$ cat src/rtl/riscv_mc_control.sv
// rtl/riscv_mc_control.sv - multi-cycle control FSM for the sequential RV64 core
module riscv_mc_control #(
  parameter int unsigned MEM_TIMEOUT = 255,
  parameter bit          ADDI_EN     = 1'b1
) (
  input  logic       clk,
  input  logic       rst_n,
  input  logic [6:0] opcode,
  input  logic [2:0] funct3,
  input  logic       funct7_5,
  input  logic       zero,
  input  logic       mem_ready,
  output logic       mem_req,
  output logic       mem_we,
  output logic       addr_src,
  output logic       ir_write,
  output logic       pc_write,
  output logic       reg_write,
  output logic [1:0] alu_src_a,
  output logic [1:0] alu_src_b,
  output logic [3:0] alu_control,
  output logic [1:0] result_src,
  output logic       retire,
  output logic       trap,
  output logic [1:0] trap_cause,
  output logic [3:0] state_o
);

  typedef enum logic [3:0] {
    S_RESET  = 4'd0,
    S_FETCH  = 4'd1,
    S_DECODE = 4'd2,
    S_MEMADR = 4'd3,
    S_MEMRD  = 4'd4,
    S_MEMWB  = 4'd5,
    S_MEMWR  = 4'd6,
    S_EXECR  = 4'd7,
    S_EXECI  = 4'd8,
    S_ALUWB  = 4'd9,
    S_BEQ    = 4'd10,
    S_TRAP   = 4'd11
  } state_t;

  localparam logic [6:0] OP_LD   = 7'b0000011;
  localparam logic [6:0] OP_SD   = 7'b0100011;
  localparam logic [6:0] OP_R    = 7'b0110011;
  localparam logic [6:0] OP_ADDI = 7'b0010011;
  localparam logic [6:0] OP_BEQ  = 7'b1100011;

  localparam logic [3:0] ALU_AND = 4'b0000;
  localparam logic [3:0] ALU_OR  = 4'b0001;
  localparam logic [3:0] ALU_ADD = 4'b0010;
  localparam logic [3:0] ALU_SUB = 4'b0110;

  localparam logic [1:0] CAUSE_ILLEGAL = 2'b01;
  localparam logic [1:0] CAUSE_TIMEOUT = 2'b10;

  localparam logic [7:0] TMO_LIMIT = MEM_TIMEOUT[7:0];

  state_t     state_q, state_d;
  logic [1:0] cause_q, cause_d;
  logic [7:0] cnt_q, cnt_d;
  logic       timeout;
  logic       mem_state;

  // A wait expires only when the limit is reached and memory is still not ready
  assign timeout   = (cnt_q == TMO_LIMIT) && !mem_ready;
  assign mem_state = (state_q == S_FETCH) || (state_q == S_MEMRD) || (state_q == S_MEMWR);

  // Next-state, trap cause and timeout counter update
  always_comb begin
    state_d = state_q;
    cause_d = cause_q;
    case (state_q)
      S_RESET:  state_d = S_FETCH;
      S_FETCH: begin
        if (mem_ready) begin
          state_d = S_DECODE;
        end else if (timeout) begin
          state_d = S_TRAP;
          cause_d = CAUSE_TIMEOUT;
        end
      end
      S_DECODE: begin
        if (((opcode == OP_LD) || (opcode == OP_SD)) && (funct3 == 3'b011)) begin
          state_d = S_MEMADR;
        end else if (opcode == OP_R) begin
          state_d = S_EXECR;
        end else if (ADDI_EN && (opcode == OP_ADDI) && (funct3 == 3'b000)) begin
          state_d = S_EXECI;
        end else if ((opcode == OP_BEQ) && (funct3 == 3'b000)) begin
          state_d = S_BEQ;
        end else begin
          state_d = S_TRAP;
          cause_d = CAUSE_ILLEGAL;
        end
      end
      // IR is held, so the opcode still tells LD from SD here
      S_MEMADR: state_d = (opcode == OP_SD) ? S_MEMWR : S_MEMRD;
      S_MEMRD: begin
        if (mem_ready) begin
          state_d = S_MEMWB;
        end else if (timeout) begin
          state_d = S_TRAP;
          cause_d = CAUSE_TIMEOUT;
        end
      end
      S_MEMWB:  state_d = S_FETCH;
      S_MEMWR: begin
        if (mem_ready) begin
          state_d = S_FETCH;
        end else if (timeout) begin
          state_d = S_TRAP;
          cause_d = CAUSE_TIMEOUT;
        end
      end
      S_EXECR: begin
        if ((funct3 == 3'b000) || (funct3 == 3'b111) || (funct3 == 3'b110)) begin
          state_d = S_ALUWB;
        end else begin
          state_d = S_TRAP;
          cause_d = CAUSE_ILLEGAL;
        end
      end
      S_EXECI:  state_d = S_ALUWB;
      S_ALUWB:  state_d = S_FETCH;
      S_BEQ:    state_d = S_FETCH;
      S_TRAP:   state_d = S_TRAP;
      default:  state_d = S_RESET;
    endcase

    // Counter restarts on every state change, counts stalled memory cycles otherwise
    if (state_d != state_q) begin
      cnt_d = 8'd0;
    end else if (mem_state && !mem_ready) begin
      cnt_d = cnt_q + 8'd1;
    end else begin
      cnt_d = cnt_q;
    end
  end

  // State, cause and counter registers
  always_ff @(posedge clk or negedge rst_n) begin
    if (!rst_n) begin
      state_q <= S_RESET;
      cause_q <= 2'b00;
      cnt_q   <= 8'd0;
    end else begin
      state_q <= state_d;
      cause_q <= cause_d;
      cnt_q   <= cnt_d;
    end
  end

  // Datapath controls decoded from the current state; a few are qualified by mem_ready/zero
  always_comb begin
    mem_req     = 1'b0;
    mem_we      = 1'b0;
    addr_src    = 1'b0;
    ir_write    = 1'b0;
    pc_write    = 1'b0;
    reg_write   = 1'b0;
    alu_src_a   = 2'b00;
    alu_src_b   = 2'b00;
    alu_control = ALU_ADD;
    result_src  = 2'b00;
    retire      = 1'b0;
    case (state_q)
      S_RESET:  alu_control = 4'b0000;
      S_FETCH: begin
        mem_req   = 1'b1;
        alu_src_b = 2'b10;
        ir_write  = mem_ready;
        pc_write  = mem_ready;
      end
      S_DECODE: begin
        alu_src_a = 2'b01;
        alu_src_b = 2'b01;
      end
      S_MEMADR: begin
        alu_src_a = 2'b10;
        alu_src_b = 2'b01;
      end
      S_MEMRD: begin
        mem_req  = 1'b1;
        addr_src = 1'b1;
      end
      S_MEMWB: begin
        reg_write  = 1'b1;
        result_src = 2'b10;
        retire     = 1'b1;
      end
      S_MEMWR: begin
        mem_req  = 1'b1;
        mem_we   = 1'b1;
        addr_src = 1'b1;
        retire   = mem_ready;
      end
      S_EXECR: begin
        alu_src_a = 2'b10;
        case (funct3)
          3'b000:  alu_control = funct7_5 ? ALU_SUB : ALU_ADD;
          3'b111:  alu_control = ALU_AND;
          3'b110:  alu_control = ALU_OR;
          default: alu_control = ALU_ADD;
        endcase
      end
      S_EXECI: begin
        alu_src_a = 2'b10;
        alu_src_b = 2'b01;
      end
      S_ALUWB: begin
        reg_write  = 1'b1;
        result_src = 2'b01;
        retire     = 1'b1;
      end
      S_BEQ: begin
        alu_src_a   = 2'b10;
        alu_control = ALU_SUB;
        result_src  = 2'b01;
        pc_write    = zero;
        retire      = 1'b1;
      end
      default: ;
    endcase
  end

  assign trap       = (state_q == S_TRAP);
  assign trap_cause = cause_q;
  assign state_o    = state_q;

endmodule
$ cat config.mk
export PLATFORM = sky130hd
export DESIGN_NAME = riscv_mc_control
export DESIGN_NICKNAME = d
export VERILOG_FILES = /design/src/rtl/riscv_mc_control.sv
export SDC_FILE = /design/constraint.sdc
export NUM_CORES = 1
export LEC_CHECK = 0
export ABC_CLOCK_PERIOD_IN_PS = 3600
export CORE_UTILIZATION = 25
export DETAILED_ROUTE_END_ITERATION = 8
export GPL_ROUTABILITY_DRIVEN = 0
export GPL_TIMING_DRIVEN = 1
export SYNTH_ARGS = -nofsm -noshare
export SYNTH_HDL_FRONTEND = slang
export SYNTH_SLANG_ARGS = --single-unit
$ cat constraint.sdc
create_clock -name clk -period 3.6 [get_ports clk]
set_input_delay 0.72 -clock clk [delete_from_list [all_inputs] [get_ports clk]]
set_output_delay 0.72 -clock clk [all_outputs]
set_load 0.03 [all_outputs]
==> results.sh, run 1 <==
export IMPL_rows=25
export IMPL_maxCapViolations=0
export IMPL_status="finished clean"
export IMPL_synth_avg_cell_area_um2=7.79
export IMPL_synthTopCellsByCount="nand2_1 (17), dfrtp_1 (14), nor2_1 (14)"
export IMPL_path_max_fanout=7
export IMPL_seq_area_frac_synth_pct=26.8
export IMPL_worstPathArrival_ns=2.61
export IMPL_cts_setup_buffers=0
export IMPL_grt_ovfl_total=0
export IMPL_syn2layout_area_growth_pct=37.3
export IMPL_die_area_um2=5530
export IMPL_core_um2=4880
export IMPL_syn_inst=168
export IMPL_dr_pass1_iters=4
export IMPL_drt_wl_total_mm=3.61
export IMPL_drtIter0Drc=86
export IMPL_powerDensity_nw_per_um2=836
export IMPL_clockRootBuffer="clkbuf_8"
export IMPL_ios=39
export IMPL_worst_pin_slew_ns=0.611
export IMPL_cts_tree="yes"
export IMPL_antenna_found_initial=0
export IMPL_syn_cell_area_um2=1310
export IMPL_numCtsBuffers=3
export IMPL_hold_viol=0
export IMPL_synth_ff_type="dfrtp_1"
export IMPL_syn_nets=184
export IMPL_grt_pass1_vias=1265
export IMPL_hpwl_mm=2.76
export IMPL_fillers=543
export IMPL_numClockSinks=14
export IMPL_period_minus_slack_ns=3.33
export IMPL_setup_viol=0
export IMPL_track_usage_pct=13.6
export IMPL_synthDistinctLibCells=48
export IMPL_drive_above_1_share_pct=9.36
export IMPL_yosysWarnings=0
export IMPL_finalSetupTns_ns=0
export IMPL_p_leak_nw=0.693
export IMPL_ctsHoldBuffers=0
export IMPL_hp_class="reg2reg"
export IMPL_postRouteAntennaNets=0
export IMPL_ctsResizeCount=0
export IMPL_synth_async_reset_ratio_pct=100
export IMPL_synthTopCellsByArea="dfrtp_1 (27%), nor3_2 (5.4%), nand2_1 (4.9%), nor2_1 (4.0%), nor2b_1 (3.8%)"
export IMPL_clk_pin_slew_ns=0.06
export IMPL_grt_pass1_wl_mm=5.80
export IMPL_ys_seq_elements=14
export IMPL_rsz0062_at_grt="no"
export IMPL_drc=0
export IMPL_fp_dieH_um=74.4
export IMPL_synth_edff_count=0
export IMPL_worstPathRequired_ns=2.88
export IMPL_via_per_inst=5.09
export IMPL_multi_input_area_um2=881
export IMPL_grt_max_degree=24
export IMPL_die_width_um=74.4
export IMPL_drv_slew=0
export IMPL_nets=220
export IMPL_max_slew_margin_rel_pct=59.1
export IMPL_detail_route_wl_per_cell_um=13.4
export IMPL_total_power_w=0.00150
export IMPL_synth_top_cell_area_share_pct=26.8
export IMPL_yosysMostFrequentCell="nand2_1"
export IMPL_clock_skew_ns=0.00115
export IMPL_critPathLaunchType="input pin"
export IMPL_end_kind="output port"
export IMPL_antenna_cells=0
export IMPL_regArea_um2=350
export IMPL_max_freq_mhz=301
export IMPL_cts_htree_levels=1
export IMPL_synth_top_area_cell="dfrtp_1"
export IMPL_cts_buffer_depth=2
export IMPL_ir_drop_mv=0.317
export IMPL_timing_final_crit_share_pct=92.4
export IMPL_numPortBuffers=37
export IMPL_insertion_delay_ns=0.25
export IMPL_critPathKind="in2out"
export IMPL_initial_utilization_pct=26.8
export IMPL_vias=1374
==> sequential cells by signal (all words and copies together), names as in the netlist <==
| register | cells |
|---|---|
| cnt_q | 8 |
| state_o | 4 |
| trap_cause | 2 |
==> power breakdown <==
part	switching (W)	internal, W	total (W)	leakage (nW)
combinational	0.000701	0.000418	0.00112	0.480
clock	0.0000551	0.0000969	0.000152	0.0288
sequential	0.0000361	0.000195	0.000231	0.185
==> worst paths after layout <==
path                                      startpoint                   endpoint  slack (ns)  cells after the start
min reg2reg                trap_cause[0]$_DFFE_PN0P_  trap_cause[0]$_DFFE_PN0P_        0.49                      1
max in group asynchronous                      rst_n  trap_cause[0]$_DFFE_PN0P_        2.35                      1
max                                        funct3[1]             alu_control[2]        0.27                      6
max reg2reg                     state_o[2]$_DFF_PN0_       cnt_q[6]$_DFFE_PN0P_        0.99                      7
min                        trap_cause[0]$_DFFE_PN0P_  trap_cause[0]$_DFFE_PN0P_        0.49                      1
min in group asynchronous                      rst_n       cnt_q[1]$_DFFE_PN0P_        0.86                      1
==> critical path: stages <==
cell and delay, ns:
clkdlybuf4s50_1 0.51, nor3_1 0.36, nand4_1 0.13, o21ai_0 0.08, and2_1 0.14, clkdlybuf4s50_1 0.66
==> cell usage in the layout (no fill, tap or decap), types with 3 or more instances in the layout <==
| cell | Yosys | layout |
|---|---|---|
| o21ai_1 | 3 | 3 |
| nor3b_1 | 3 | 3 |
| clkbuf_8 | 0 | 4 |
| nand4_1 | 5 | 5 |
| nand3_1 | 8 | 8 |
| buf_4 | 1 | 5 |
| a21oi_1 | 6 | 6 |
| inv_1 | 5 | 5 |
| o21ai_0 | 9 | 9 |
| nand2_1 | 17 | 17 |
| nand2b_1 | 3 | 3 |
| clkdlybuf4s50_1 | 0 | 37 |
| o21a_1 | 3 | 3 |
| nor3_1 | 6 | 6 |
| xor2_1 | 5 | 5 |
| nor2_1 | 14 | 14 |
| nor2b_1 | 8 | 8 |
| dfrtp_1 | 14 | 14 |
| nor3_2 | 7 | 7 |
==> metrics by stage <==
step                      utilization (%)  hold slack (ns)  instance area (µm²)  cells  setup slack (ns)
after floorplan                         -            0.424                 1310    168             0.800
after global placement               35.7            0.475                 1740    266             0.274
after detailed placement             35.7            0.484                 1740    266             0.288
after CTS                            36.8            0.496                 1800    270             0.272
after global routing                 36.8            0.531                 1800    270             0.161
final                                36.8            0.495                 1800    270             0.274
==> area by class of cell <==
cell class | count | area share [%]
clock buffers | 4 | 3.06
inverters | 5 | 1.04
multi-input cells | 138 | 49.0
flip-flops and latches | 14 | 19.5
well taps | 67 | 4.67
repair buffers | 42 | 22.7
==> cells by family (layout without fill, tap and decap cells) <==
| kind of cell | after synthesis | in the layout | share of synthesized area (%) |
|---|---|---|---|
| flip-flops | 14 | 14 | 26.8 |
| XOR/XNOR | 7 | 7 | 4.68 |
| AO/OA/AOI/OAI | 38 | 38 | 19.1 |
| buffers and inverters | 16 | 51 | 5.93 |
| adder cells (fa/ha/maj) | 1 | 1 | 0.956 |
| multiplexers | 1 | 1 | 0.765 |
| AND/OR/NAND/NOR | 90 | 90 | 41.5 |
| other | 1 | 1 | 0.287 |
==> per-layer routing <==
layer | global-route usage, % | vias to the layer above | share of wire, %
met5 | 0 | - | 0
met4 | 4.19 | 0 | 0.94
met3 | 3.39 | 5 | 5.2
met2 | 21.5 | 32 | 48
met1 | 18.2 | 656 | 46
li1 | - | 681 | -
Note: power is estimated with default switching activity, not from simulation.
==> inputs of run 2 (changes only) <==
--- a/config.mk
+++ b/config.mk
@@ -6,10 +6,13 @@
 export NUM_CORES = 1
 export LEC_CHECK = 0
 export ABC_CLOCK_PERIOD_IN_PS = 3600
-export CORE_UTILIZATION = 25
+export CORE_ASPECT_RATIO = 1.2
+export CORE_UTILIZATION = 51
 export DETAILED_ROUTE_END_ITERATION = 8
 export GPL_ROUTABILITY_DRIVEN = 0
 export GPL_TIMING_DRIVEN = 1
+export PLACE_DENSITY = 0.86
+export SETUP_SLACK_MARGIN = 0.2
 export SYNTH_ARGS = -nofsm -noshare
 export SYNTH_HDL_FRONTEND = slang
 export SYNTH_SLANG_ARGS = --single-unit
==> results.sh, run 2 (synthesized netlist as in run 1, its figures left out) <==
export IMPL_grt_busiest_layer="met2"
export IMPL_largest_register="cnt_q"
export IMPL_max_slew_margin_rel_pct=59.5
export IMPL_swShare_pct=54.6
export IMPL_fillers=173
export IMPL_fp_dieH_um=57.5
export IMPL_combPwrFrac_pct=77.5
export IMPL_worstPathRequired_ns=2.88
export IMPL_grt_max_degree=24
export IMPL_p_leak_nw=0.678
export IMPL_drive_above_1_share_pct=8.91
export IMPL_antenna_cells=0
export IMPL_utilization_pct=73.0
export IMPL_cts_buffer_depth=2
export IMPL_finalSetupTns_ns=0
export IMPL_seqPwrFrac_pct=16.5
export IMPL_dr_pass1_iters=4
export IMPL_critPathLaunchType="input pin"
export IMPL_rows=19
export IMPL_drt_wl_total_mm=3.44
export IMPL_regArea_um2=350
export IMPL_end_kind="output port"
export IMPL_total_power_w=0.00142
export IMPL_maxCapViolations=0
export IMPL_grt_use_met3_pct=2.85
export IMPL_rsz0062_at_grt="no"
export IMPL_postRouteAntennaNets=0
export IMPL_numClockSinks=14
export IMPL_grt_ovfl_total=0
export IMPL_path_max_fanout=7
export IMPL_power_internal_w=0.000645
export IMPL_period_minus_slack_ns=3.25
export IMPL_via_per_inst=6.02
export IMPL_hpwl_mm=2.64
export IMPL_initial_utilization_pct=55.6
export IMPL_die_width_um=48.2
export IMPL_critPathLaunch="funct3[1]"
export IMPL_worstPathArrival_ns=2.53
export IMPL_insertion_delay_ns=0.28
export IMPL_antenna_found_initial=0
export IMPL_pwr_share_clk_pct=6.0
export IMPL_critPathKind="in2out"
export IMPL_grt_pass1_wl_mm=5.47
export IMPL_vias=1402
export IMPL_grt_pass1_vias=1290
export IMPL_timing_final_crit_share_pct=90.3
export IMPL_reg2reg_to="cnt_q[0]$_DFFE_PN0P_"
export IMPL_max_freq_mhz=308
export IMPL_setup_viol=0
export IMPL_syn2layout_area_growth_pct=31.4
export IMPL_hp_class="reg2reg"
export IMPL_powerDensity_nw_per_um2=827
export IMPL_clk_pin_slew_ns=0.07
export IMPL_final_common_cell="clkdlybuf4s50_1"
export IMPL_core_um2=2350
export IMPL_cts_setup_buffers=0
export IMPL_ctsResizeCount=0
export IMPL_clock_skew_ns=0.00239
export IMPL_cts_htree_levels=1
export IMPL_cts_tree="yes"
export IMPL_largest_register_ffs=8
export IMPL_status="finished clean"
export IMPL_ff2ff_setup_slack_ns=0.86
export IMPL_worst_pin_slew_ns=0.600
export IMPL_gr_usage_met1_pct=31.5
export IMPL_die_area_um2=2770
export IMPL_numCtsBuffers=3
export IMPL_hold_viol=0
export IMPL_use_met2_pct=48.0
export IMPL_drc=0
export IMPL_rr_worst_depth=6
export IMPL_drtIter0Drc=73
export IMPL_track_usage_pct=27.1
export IMPL_clockRootBuffer="clkbuf_4"
export IMPL_endpoint="alu_control[2]"
export IMPL_ctsHoldBuffers=0
export IMPL_nets=220
export IMPL_layout_common_cells="clkdlybuf4s50_1 (37), nand2_1 (17), nor2_1 (14), dfrtp_1 (14), o21ai_0 (9)"
export IMPL_ios=39
export IMPL_multi_input_area_um2=881
export IMPL_numPortBuffers=37
export IMPL_reg2reg_from="state_o[2]$_DFF_PN0_"
export IMPL_ir_drop_mv=0.517
export IMPL_drv_slew=0
export IMPL_detail_route_wl_per_cell_um=14.8
export IMPL_p_sw_w=0.000777
[run 2: power groups by stage]
stage          clock (W)  sequential, W  combinational, W
6_report       0.0000853       0.000234           0.00110
5_1_grt        0.0000928       0.000239           0.00119
4_1_cts        0.0000884       0.000233           0.00110
3_5_place_dp           0       0.000236           0.00110
3_3_place_gp           0       0.000233           0.00108
2_1_floorplan          0       0.000288          0.000715
[run 2: how the worst min path moves through the flow]
stage                               from                         to  slack (ns)  cells past startpoint
2_1_floorplan                      rst_n       cnt_q[0]$_DFFE_PN0P_        0.42                      0
3_3_place_gp   trap_cause[0]$_DFFE_PN0P_  trap_cause[0]$_DFFE_PN0P_        0.47                      1
3_5_place_dp   trap_cause[0]$_DFFE_PN0P_  trap_cause[0]$_DFFE_PN0P_        0.49                      1
4_1_cts        trap_cause[0]$_DFFE_PN0P_  trap_cause[0]$_DFFE_PN0P_        0.51                      1
5_1_grt        trap_cause[0]$_DFFE_PN0P_  trap_cause[0]$_DFFE_PN0P_        0.54                      1
6_report       trap_cause[0]$_DFFE_PN0P_  trap_cause[0]$_DFFE_PN0P_        0.51                      1
[run 2: worst max-delay path, stage by stage]
cell,delay [ns]
clkdlybuf4s50_1,0.51
nor3_1,0.30
nand4_1,0.13
o21ai_0,0.08
and2_1,0.14
clkdlybuf4s50_1,0.66
[run 2: per-stage QoR]
stage	setup WS, ns	instance area [µm²]	hold WS [ns]	cells
2_1_floorplan	0.800	1310	0.424	168
3_5_place_dp	0.342	1700	0.494	230
6_report	0.349	1720	0.511	233
3_3_place_gp	0.350	1700	0.474	230
5_1_grt	0.228	1720	0.544	233
4_1_cts	0.339	1720	0.511	233
[run 2: layer usage]
| metal | up-vias | part of all wire [%] |
|---|---|---|
| met3 | 9 | 5.7 |
| li1 | 681 | - |
| met1 | 651 | 38 |
| met4 | 0 | 2.2 |
| met5 | - | 0 |
| met2 | 61 | 54 |
[run 2: cell type report]
cell class	count	share of cell area, %
multi-input cells	138	51.2
repair buffers	42	23.7
flip-flops and latches	14	20.4
well taps	31	2.26
clock buffers	3	1.31
inverters	5	1.09
==> inputs of run 3 (changes only) <==
--- a/config.mk
+++ b/config.mk
@@ -8,11 +8,13 @@
 export ABC_CLOCK_PERIOD_IN_PS = 3600
 export CORE_ASPECT_RATIO = 1.2
 export CORE_UTILIZATION = 51
+export CTS_CLUSTER_DIAMETER = 60
 export DETAILED_ROUTE_END_ITERATION = 8
 export GPL_ROUTABILITY_DRIVEN = 0
 export GPL_TIMING_DRIVEN = 1
 export PLACE_DENSITY = 0.86
 export SETUP_SLACK_MARGIN = 0.2
+export SLEW_MARGIN = 20
 export SYNTH_ARGS = -nofsm -noshare
 export SYNTH_HDL_FRONTEND = slang
 export SYNTH_SLANG_ARGS = --single-unit
==> results of run 3 <==
The final DEF is identical to that of run 2; final timing and power are the same.
